[config.mk]
export PLATFORM = sky130hd
export DESIGN_NAME = decode_ctrl_pipe_flat
export DESIGN_NICKNAME = d
export VERILOG_FILES = /design/src/rtl/decode_ctrl_pipe_if.sv /design/src/rtl/decode_ctrl_pipe.sv /design/src/flat_wrapper.sv
export SDC_FILE = /design/constraint.sdc
export NUM_CORES = 1
export LEC_CHECK = 0
export BUFFER_PORTS_ARGS = -buffer_cell sky130_fd_sc_hd__buf_2
export CAP_MARGIN = 20
export CORE_ASPECT_RATIO = 0.75
export CORE_UTILIZATION = 51
export CTS_BUF_LIST = sky130_fd_sc_hd__clkbuf_4 sky130_fd_sc_hd__clkbuf_8
export DETAILED_ROUTE_END_ITERATION = 8
export PLACE_DENSITY = 0.84
export SYNTH_ARGS = -nofsm -noshare
export SYNTH_HDL_FRONTEND = slang
export SYNTH_SLANG_ARGS = --single-unit
[constraint.sdc]
create_clock -name clk_i -period 2.8 [get_ports clk_i]
set_input_delay 0.56 -clock clk_i [delete_from_list [all_inputs] [get_ports clk_i]]
set_output_delay 0.56 -clock clk_i [all_outputs]
set_load 0.02 [all_outputs]
[src/rtl/decode_ctrl_pipe_if.sv]
// Bundle between the IF/ID fetch buffer, the decode/control stage and the execute stage.
// The master drives the instruction and execute handshake; the slave is the decode stage.
interface decode_ctrl_pipe_if #(
  parameter int REG_AW   = 5,
  parameter int ALUCTL_W = 4,
  parameter int CNT_W    = 16
);
  logic [31:0]         instr_i;
  logic                instr_valid_i;
  logic                instr_ready_o;
  logic                ex_ready_i;
  logic                flush_i;
  logic                valid_o;
  logic                alusrc_o;
  logic                regwrite_o;
  logic                memread_o;
  logic                memwrite_o;
  logic                branch_o;
  logic                j_o;
  logic                jalr_o;
  logic [1:0]          shift_o;
  logic [ALUCTL_W-1:0] aluctl_o;
  logic [2:0]          compare_o;
  logic [REG_AW-1:0]   rs1_o;
  logic [REG_AW-1:0]   rs2_o;
  logic [REG_AW-1:0]   rd_o;
  logic                illegal_o;
  logic [CNT_W-1:0]    stall_cnt_o;

  modport master (
    output instr_i, instr_valid_i, ex_ready_i, flush_i,
    input  instr_ready_o, valid_o, alusrc_o, regwrite_o, memread_o, memwrite_o,
           branch_o, j_o, jalr_o, shift_o, aluctl_o, compare_o, rs1_o, rs2_o, rd_o,
           illegal_o, stall_cnt_o
  );

  modport slave (
    input  instr_i, instr_valid_i, ex_ready_i, flush_i,
    output instr_ready_o, valid_o, alusrc_o, regwrite_o, memread_o, memwrite_o,
           branch_o, j_o, jalr_o, shift_o, aluctl_o, compare_o, rs1_o, rs2_o, rd_o,
           illegal_o, stall_cnt_o
  );
endinterface

[src/rtl/decode_ctrl_pipe.sv]
// Registered RV32I decode/control stage (ID/EX register) with load-use bubbles and flush.
// Optional macro UPPER_IMM_DECODE_EN adds lui/auipc decode; otherwise both are illegal.
module decode_ctrl_pipe #(
  parameter int REG_AW   = 5,
  parameter int ALUCTL_W = 4,
  parameter int CNT_W    = 16
) (
  input logic                clk_i,
  input logic                rst_i,
  decode_ctrl_pipe_if.slave  bus
);
  typedef struct packed {
    logic                alusrc;
    logic                regwrite;
    logic                memread;
    logic                memwrite;
    logic                branch;
    logic                j;
    logic                jalr;
    logic [1:0]          shift;
    logic [ALUCTL_W-1:0] aluctl;
    logic [2:0]          compare;
    logic [REG_AW-1:0]   rs1;
    logic [REG_AW-1:0]   rs2;
    logic [REG_AW-1:0]   rd;
    logic                illegal;
  } ctrl_t;

  ctrl_t            ctrl_q, ctrl_d, dec;
  logic             valid_q, valid_d;
  logic [CNT_W-1:0] cnt_q, cnt_d;
  logic             reads_rs1, reads_rs2;
  logic [3:0]       alu4;
  logic             adv, haz;

  logic [6:0] opcode;
  logic [2:0] funct3;
  logic [6:0] funct7;
  assign opcode = bus.instr_i[6:0];
  assign funct3 = bus.instr_i[14:12];
  assign funct7 = bus.instr_i[31:25];

  // ALU operation selected by funct3 for R-type and I-ALU; sub only exists for R-type
  always_comb begin
    case (funct3)
      3'b000:  alu4 = (opcode == 7'h33 && funct7 == 7'h20) ? 4'b0110 : 4'b0010;
      3'b001:  alu4 = 4'b1000;
      3'b101:  alu4 = funct7[5] ? 4'b1010 : 4'b1001;
      3'b111:  alu4 = 4'b0000;
      3'b110:  alu4 = 4'b0001;
      3'b100:  alu4 = 4'b0011;
      3'b010:  alu4 = 4'b0111;
      default: alu4 = 4'b0010;
    endcase
  end

  always_comb begin
    dec       = '0;
    reads_rs1 = 1'b0;
    reads_rs2 = 1'b0;
    dec.rs1   = REG_AW'(bus.instr_i[19:15]);
    dec.rs2   = REG_AW'(bus.instr_i[24:20]);
    dec.rd    = REG_AW'(bus.instr_i[11:7]);
    dec.aluctl = ALUCTL_W'(4'b0010);
    case (opcode)
      7'h33: begin
        dec.alusrc = 1'b1; dec.regwrite = 1'b1; dec.aluctl = ALUCTL_W'(alu4);
        reads_rs1 = 1'b1; reads_rs2 = 1'b1;
      end
      7'h13: begin
        dec.regwrite = 1'b1; dec.aluctl = ALUCTL_W'(alu4);
        dec.shift = (funct3 == 3'b001) ? 2'b11 : (funct3 == 3'b101) ? 2'b10 : 2'b00;
        reads_rs1 = 1'b1;
      end
      7'h03: begin
        dec.regwrite = 1'b1; dec.memread = 1'b1; reads_rs1 = 1'b1;
      end
      7'h23: begin
        dec.memwrite = 1'b1; reads_rs1 = 1'b1; reads_rs2 = 1'b1;
      end
      7'h63: begin
        dec.alusrc = 1'b1; dec.branch = 1'b1; dec.compare = funct3;
        dec.aluctl = ALUCTL_W'(4'b0110);
        reads_rs1 = 1'b1; reads_rs2 = 1'b1;
      end
      7'h6F: begin
        dec.j = 1'b1; dec.regwrite = 1'b1;
      end
      7'h67: begin
        dec.jalr = 1'b1; dec.regwrite = 1'b1; reads_rs1 = 1'b1;
      end
`ifdef UPPER_IMM_DECODE_EN
      7'h37: begin
        dec.regwrite = 1'b1; dec.rs1 = '0;
      end
      7'h17: begin
        dec.regwrite = 1'b1;
      end
`endif
      default: begin
        // illegal word carries no control and no ALU op, only the flag
        dec.illegal = 1'b1;
        dec.aluctl  = '0;
      end
    endcase
  end

  assign adv = !valid_q || bus.ex_ready_i;
  assign haz = valid_q && ctrl_q.memread && (ctrl_q.rd != '0) && bus.instr_valid_i &&
               ((reads_rs1 && dec.rs1 == ctrl_q.rd) || (reads_rs2 && dec.rs2 == ctrl_q.rd));

  always_comb begin
    ctrl_d  = ctrl_q;
    valid_d = valid_q;
    cnt_d   = cnt_q;
    if (bus.flush_i) begin
      valid_d = 1'b0;
    end else if (adv && haz) begin
      valid_d = 1'b0;
      ctrl_d  = '0;
      if (cnt_q != '1) cnt_d = cnt_q + CNT_W'(1);
    end else if (adv && bus.instr_valid_i) begin
      valid_d = 1'b1;
      ctrl_d  = dec;
    end else if (adv) begin
      valid_d = 1'b0;
    end
  end

  always_ff @(posedge clk_i) begin
    if (rst_i) begin
      ctrl_q  <= '0;
      valid_q <= 1'b0;
      cnt_q   <= '0;
    end else begin
      ctrl_q  <= ctrl_d;
      valid_q <= valid_d;
      cnt_q   <= cnt_d;
    end
  end

  assign bus.instr_ready_o = bus.flush_i || (adv && !haz);
  assign bus.valid_o       = valid_q;
  assign bus.alusrc_o      = ctrl_q.alusrc;
  assign bus.regwrite_o    = ctrl_q.regwrite;
  assign bus.memread_o     = ctrl_q.memread;
  assign bus.memwrite_o    = ctrl_q.memwrite;
  assign bus.branch_o      = ctrl_q.branch;
  assign bus.j_o           = ctrl_q.j;
  assign bus.jalr_o        = ctrl_q.jalr;
  assign bus.shift_o       = ctrl_q.shift;
  assign bus.aluctl_o      = ctrl_q.aluctl;
  assign bus.compare_o     = ctrl_q.compare;
  assign bus.rs1_o         = ctrl_q.rs1;
  assign bus.rs2_o         = ctrl_q.rs2;
  assign bus.rd_o          = ctrl_q.rd;
  assign bus.illegal_o     = ctrl_q.illegal;
  assign bus.stall_cnt_o   = cnt_q;
endmodule

[src/flat_wrapper.sv]
// flat-port wrapper written by rule: the top's interface ports become plain ports
module decode_ctrl_pipe_flat 
#(
  parameter int REG_AW   = 5,
  parameter int ALUCTL_W = 4,
  parameter int CNT_W    = 16
)
  (clk_i, rst_i, bus_instr_i, bus_instr_valid_i, bus_ex_ready_i, bus_flush_i, bus_instr_ready_o, bus_valid_o, bus_alusrc_o, bus_regwrite_o, bus_memread_o, bus_memwrite_o, bus_branch_o, bus_j_o, bus_jalr_o, bus_shift_o, bus_aluctl_o, bus_compare_o, bus_rs1_o, bus_rs2_o, bus_rd_o, bus_illegal_o, bus_stall_cnt_o);
  decode_ctrl_pipe_if #(.REG_AW(REG_AW), .ALUCTL_W(ALUCTL_W), .CNT_W(CNT_W)) bus_i ();
  input logic clk_i;
  input logic rst_i;
  input wire logic [$bits(bus_i.instr_i)-1:0] bus_instr_i;
  input wire logic [$bits(bus_i.instr_valid_i)-1:0] bus_instr_valid_i;
  input wire logic [$bits(bus_i.ex_ready_i)-1:0] bus_ex_ready_i;
  input wire logic [$bits(bus_i.flush_i)-1:0] bus_flush_i;
  output wire logic [$bits(bus_i.instr_ready_o)-1:0] bus_instr_ready_o;
  output wire logic [$bits(bus_i.valid_o)-1:0] bus_valid_o;
  output wire logic [$bits(bus_i.alusrc_o)-1:0] bus_alusrc_o;
  output wire logic [$bits(bus_i.regwrite_o)-1:0] bus_regwrite_o;
  output wire logic [$bits(bus_i.memread_o)-1:0] bus_memread_o;
  output wire logic [$bits(bus_i.memwrite_o)-1:0] bus_memwrite_o;
  output wire logic [$bits(bus_i.branch_o)-1:0] bus_branch_o;
  output wire logic [$bits(bus_i.j_o)-1:0] bus_j_o;
  output wire logic [$bits(bus_i.jalr_o)-1:0] bus_jalr_o;
  output wire logic [$bits(bus_i.shift_o)-1:0] bus_shift_o;
  output wire logic [$bits(bus_i.aluctl_o)-1:0] bus_aluctl_o;
  output wire logic [$bits(bus_i.compare_o)-1:0] bus_compare_o;
  output wire logic [$bits(bus_i.rs1_o)-1:0] bus_rs1_o;
  output wire logic [$bits(bus_i.rs2_o)-1:0] bus_rs2_o;
  output wire logic [$bits(bus_i.rd_o)-1:0] bus_rd_o;
  output wire logic [$bits(bus_i.illegal_o)-1:0] bus_illegal_o;
  output wire logic [$bits(bus_i.stall_cnt_o)-1:0] bus_stall_cnt_o;
  assign bus_i.instr_i = bus_instr_i;
  assign bus_i.instr_valid_i = bus_instr_valid_i;
  assign bus_i.ex_ready_i = bus_ex_ready_i;
  assign bus_i.flush_i = bus_flush_i;
  assign bus_instr_ready_o = bus_i.instr_ready_o;
  assign bus_valid_o = bus_i.valid_o;
  assign bus_alusrc_o = bus_i.alusrc_o;
  assign bus_regwrite_o = bus_i.regwrite_o;
  assign bus_memread_o = bus_i.memread_o;
  assign bus_memwrite_o = bus_i.memwrite_o;
  assign bus_branch_o = bus_i.branch_o;
  assign bus_j_o = bus_i.j_o;
  assign bus_jalr_o = bus_i.jalr_o;
  assign bus_shift_o = bus_i.shift_o;
  assign bus_aluctl_o = bus_i.aluctl_o;
  assign bus_compare_o = bus_i.compare_o;
  assign bus_rs1_o = bus_i.rs1_o;
  assign bus_rs2_o = bus_i.rs2_o;
  assign bus_rd_o = bus_i.rd_o;
  assign bus_illegal_o = bus_i.illegal_o;
  assign bus_stall_cnt_o = bus_i.stall_cnt_o;
  decode_ctrl_pipe #(.REG_AW(REG_AW), .ALUCTL_W(ALUCTL_W), .CNT_W(CNT_W)) u_core (.clk_i(clk_i), .rst_i(rst_i), .bus(bus_i));
endmodule
# After elaboration in Yosys (flattened, before gate mapping)
# Index checks and enable logic that the tools add are counted.
# classes
n_reduce_logical,29
n_eq_ne,17
n_mux,22
add_sub_neg,1
bitwise,1
# ops
cell,n
two-way mux 32 bit,2
case mux 4 bit (7 select lines),1
"equality test 7 x 6 -> 1 bit, second input constant",3
"equality test 7 bit, second input constant",3
"adder 16 x 1 -> 16 bit, second input constant",1
"!= test 16 bit, second input constant",1
"equality test 3 bit, second input constant",4
two-way mux 1 bit,12
case mux 4 bit (3 select lines),1
equality test 5 bit,2
logical AND 1 bit,10
two-way mux 2 bit,4
"equality test 7 x 2 -> 1 bit, second input constant",1
"equality test 7 x 5 -> 1 bit, second input constant",1
OR reduction 7 bit,1
two-way mux 3 bit,2
OR reduction 3 bit,2
OR reduction 6 bit,1
nonzero test 5 bit,1
OR reduction 5 bit,1
nonzero test 2 bit,2
OR reduction 2 bit,2
OR reduction 4 bit,1
"equality test 3 x 1 -> 1 bit, second input constant",1
other kinds (7),10
# word_totals
word_cells,86
reg_bits,49

# Logic depth before layout (Yosys ltp)
# depth
word_depth,9
ltp_mapped,7
ltp_nobuf,6

# Worst setup path before layout
# OpenSTA, ideal clock, no wires.
# synth_timing
path_kind,input to output
start,input bus_instr_i[4]
end,output bus_instr_ready_o
n_path_buf,2
arrival_time_ns,1.815
slack_ns,0.425
required_time_ns,2.240
cell_stages,7
path_cell_list,buf_6 -> nand3b_1 -> a211oi_1 -> a32oi_2 -> buf_2 -> nor2_1 -> o21bai_1
# synth_via
elab_chain_len,9
word_cells_on_any_way,17
classes_between,eq/ne (6); mux (2); reduce/logical (9)
# synth_lines
item,line_no,rtl
start: declaration,flat_wrapper.sv:12,input wire logic [$bits(bus_i.instr_i)-1:0] bus_instr_i;
"equality test 7 x 5 -> 1 bit, or another cell as far along",decode_ctrl_pipe.sv:65,case (opcode)
OR reduction 6 bit (no line) / OR reduction 3 bit (equally long branches),--,
two-way mux 1 bit,decode_ctrl_pipe.sv:65,
logical AND 1 bit,decode_ctrl_pipe.sv:110,((reads_rs1 && dec.rs1 == ctrl_q.rd) || (reads_rs2 && dec.rs2 == ctrl_q.rd));
logical OR 1 bit (*),decode_ctrl_pipe.sv:110,
logical AND 1 bit (*),decode_ctrl_pipe.sv:109,assign haz = valid_q && ctrl_q.memread && (ctrl_q.rd != '0) && bus.instr_valid_i &&
logical NOT 1 bit (*),decode_ctrl_pipe.sv:142,assign bus.instr_ready_o = bus.flush_i || (adv && !haz);
logical AND 1 bit (*),decode_ctrl_pipe.sv:142,
logical OR 1 bit (*),decode_ctrl_pipe.sv:142,
end: declaration,flat_wrapper.sv:16,output wire logic [$bits(bus_i.instr_ready_o)-1:0] bus_instr_ready_o;
# Mark *: on every way between the ends. The rest lies on a longest branch, timed or not.

# Worst setup path in the final report
# layout_timing
start,input bus_instr_i[6]
end,output bus_instr_ready_o
# Same word-level chain as after synthesis.

==> qor.txt <==
VDD IR max - 0.315 mV
DIE AREA - 5030 sq um
Setup Slack @ Placement - 0.0972 ns
Clk slew on worst S/H paths - 0.09 ns
Share of cells above drive strength 1 - 35.1%
Crit start category - primary input
CTS hold repair buffers - 0
Initial Util - 53.6%
Most frequent cells after synthesis - 49 x dfxtp_1, 24 x nor2_1, 21 x a22o_1, 17 x nand2_1, 13 x nor2b_1
Drt first pass iters - 4
Die Y - 61.7 microns
IO Pins - 87
Pwr dens - 459 nW/um^2
CTS Sinks - 49
Filler cells - 362
Crit path kind - primary input to output port
Final setup margin - 0.136 ns
WL final - 6.31 mm
Fin cells - 407
Post-synth top area share - 40.5%
Cell count after placement - 398
Tot Pwr - 1.41 mW
Critical Path AT - 2.10 ns
Setup_tns - 0 ns
Total track usage - 26.0%
Largest net degree at the start of global routing - 30
Status - finished clean
Initial antenna violation count - 0
Overflow after GRT - 0
Comb power frac - 11.6%
Cell taking the most area after synthesis - dfxtp_1
Synth area leaders - dfxtp_1 41%, a22o_1 7.6%, mux2_2 4.2%
Worst Path Required - 2.24 ns
CTS tree - yes
Post-CTS Setup Inserts - 0
Yosys warning total - 0
Top-count cell post-synth - dfxtp_1
Post-synth cell types - 53
Most used DFF post-synth - dfxtp_1
CP Capture Type - output port
Final Wtd Congestion - 0.760
Post-Syn Instances - 259
Async S/R FF share, synth - 0%
P_int - 1.08 mW
Worst Path Max Fanout - 15
# rows - 21
First-pass GRT wire length - 9.68 mm
I/O Buffers - 86
Post-synthesis net count - 297
DPL Wire Length - 4.60 mm
FF+latch count, synth - 49
Num CTS Buffers - 5
Final hold vios - 0
Post-Syn Area - 2420 sq um
Max Root-Sink Buffers - 2
DR WL/cell - 15.5 microns
Final core occ - 68.1%
Vias in the first global route - 1983
Final cycle utilization of the critical path - 95.1%
Post-synthesis sequential area ratio - 40.5%
Area Growth Syn to Fin - 27.0%
Clock power share - 37.3%
Die width - 81.6 microns
Post-DR vias/cell - 5.92
Tightest Hold Check Type - register to register
Via count - 2410
Residual DRC - 0
Max Clock Freq - 375 MHz
Post-CTS resize count - 0
Tmin final - 2.66 ns
Core area - 4520 sq um
Psw - 335 uW
Final Max Slew Viols - 0
Leakage - 1.36 nW
Sw frac - 23.7%
Max Cap Viol - 0
Post-synth EDFFs - 0
Max-slew headroom - 56.4%
Antenna Cells - 0
Finish-stage setup viols - 0
Finished Cell Area - 3080 sq um
Final Skew - 0.00685 ns
Worst skew pair latency - 0.30 ns
Syn_area_per_cell - 9.35 sq um
Placed Area - 2930 sq um
Reg power frac - 51.1%
# H-tree levels - 2
Drt initial violations - 175
Worst-margin pin slew - 0.653 ns
NumNets Final - 387
Fin Hold WS - 0.463 ns
Antenna-violating nets left - 0
CTS Root Cell - clkbuf_8
-- worst max-delay path, cell delays in order --
cell and delay, ns:
buf_2 0.13, or2_1 0.25, a211oi_1 0.42, a32oi_4 0.29, nor2_1 0.19, o21bai_1 0.10, buf_2 0.17
-- power groups by stage --
| stage | logic, mW | registers, mW | clock network, mW |
|---|---|---|---|
| 3_3_place_gp | 0.154 | 0.736 | 0 |
| 3_5_place_dp | 0.158 | 0.737 | 0 |
| 2_1_floorplan | 0.0719 | 0.752 | 0 |
| 5_1_grt | 0.178 | 0.723 | 0.571 |
| 4_1_cts | 0.158 | 0.720 | 0.535 |
| 6_report | 0.164 | 0.721 | 0.526 |
-- final timing paths --
kind / from / endpoint / slack, ns / cells after the start
setup / recovery: bus_instr_i[6] / bus_instr_ready_o / 0.14 / 7
hold / removal: u_core.bus.aluctl_o[3] / u_core.bus.aluctl_o[3] / 0.46 / 2
setup reg to reg: u_core.bus.rd_o[0] / u_core.bus.stall_cnt_o[7] / 0.41 / 6
hold reg to reg: u_core.bus.aluctl_o[3] / u_core.bus.aluctl_o[3] / 0.46 / 2
-- flip-flops by register name (all words and copies together) (netlist names) --
| signal | cells |
|---|---|
| u_core.bus.aluctl_o | 4 |
| u_core.bus.alusrc_o | 1 |
| u_core.bus.branch_o | 1 |
| u_core.bus.compare_o | 3 |
| u_core.bus.illegal_o | 1 |
| u_core.bus.j_o | 1 |
| u_core.bus.jalr_o | 1 |
| u_core.bus.memread_o | 1 |
| u_core.bus.memwrite_o | 1 |
| u_core.bus.rd_o | 5 |
| u_core.bus.regwrite_o | 1 |
| u_core.bus.rs1_o | 5 |
| u_core.bus.rs2_o | 5 |
| u_core.bus.shift_o | 2 |
| u_core.bus.stall_cnt_o | 16 |
| u_core.bus.valid_o | 1 |
-- placed cells by master, fill, tap and decap left out, drive strengths merged, types with 4 or more instances in the layout --
cell type and instances:
xor2 10, mux2 10, o31ai 4, nor2 24, a22o 21, a32o 6, nand3 8, dfxtp 49
nand2 17, or4 7, o21ai 7, a21oi 9, nor4 11, clkbuf 7, buf 96, nor4b 5
nand2b 5, nor2b 13
-- layer usage --
metal | track usage (%) | wire length (microns) | part of all wire (%)
met1 | 36.3 | 2950 | 47
met2 | 39.4 | 2830 | 45
met3 | 8.44 | 490 | 7.8
met4 | 4.85 | 45 | 0.71
met5 | 0 | 0 | 0
-- cells by family after synthesis --
| kind of cell | synth area share (%) |
|---|---|
| simple gates | 25.8 |
| compound gates | 20.9 |
| xor+xnor | 3.62 |
| fa+ha+maj | 0.517 |
| mux | 5.48 |
| buf+inv | 3.20 |
| flops | 40.5 |
-- final cells by class --
type	count	area [sq um]	share of cell area (%)
Multi-Input combinational cell	194	1380	45.0
Tap cell	57	71.3	2.32
Clock inverter	1	30.0	0.976
Sequential cell	49	981	31.9
Inverter	3	11.3	0.366
Clock buffer	7	90.1	2.93
Timing Repair Buffer	96	509	16.6
No activity file was read; power rests on OpenSTA's default activity.
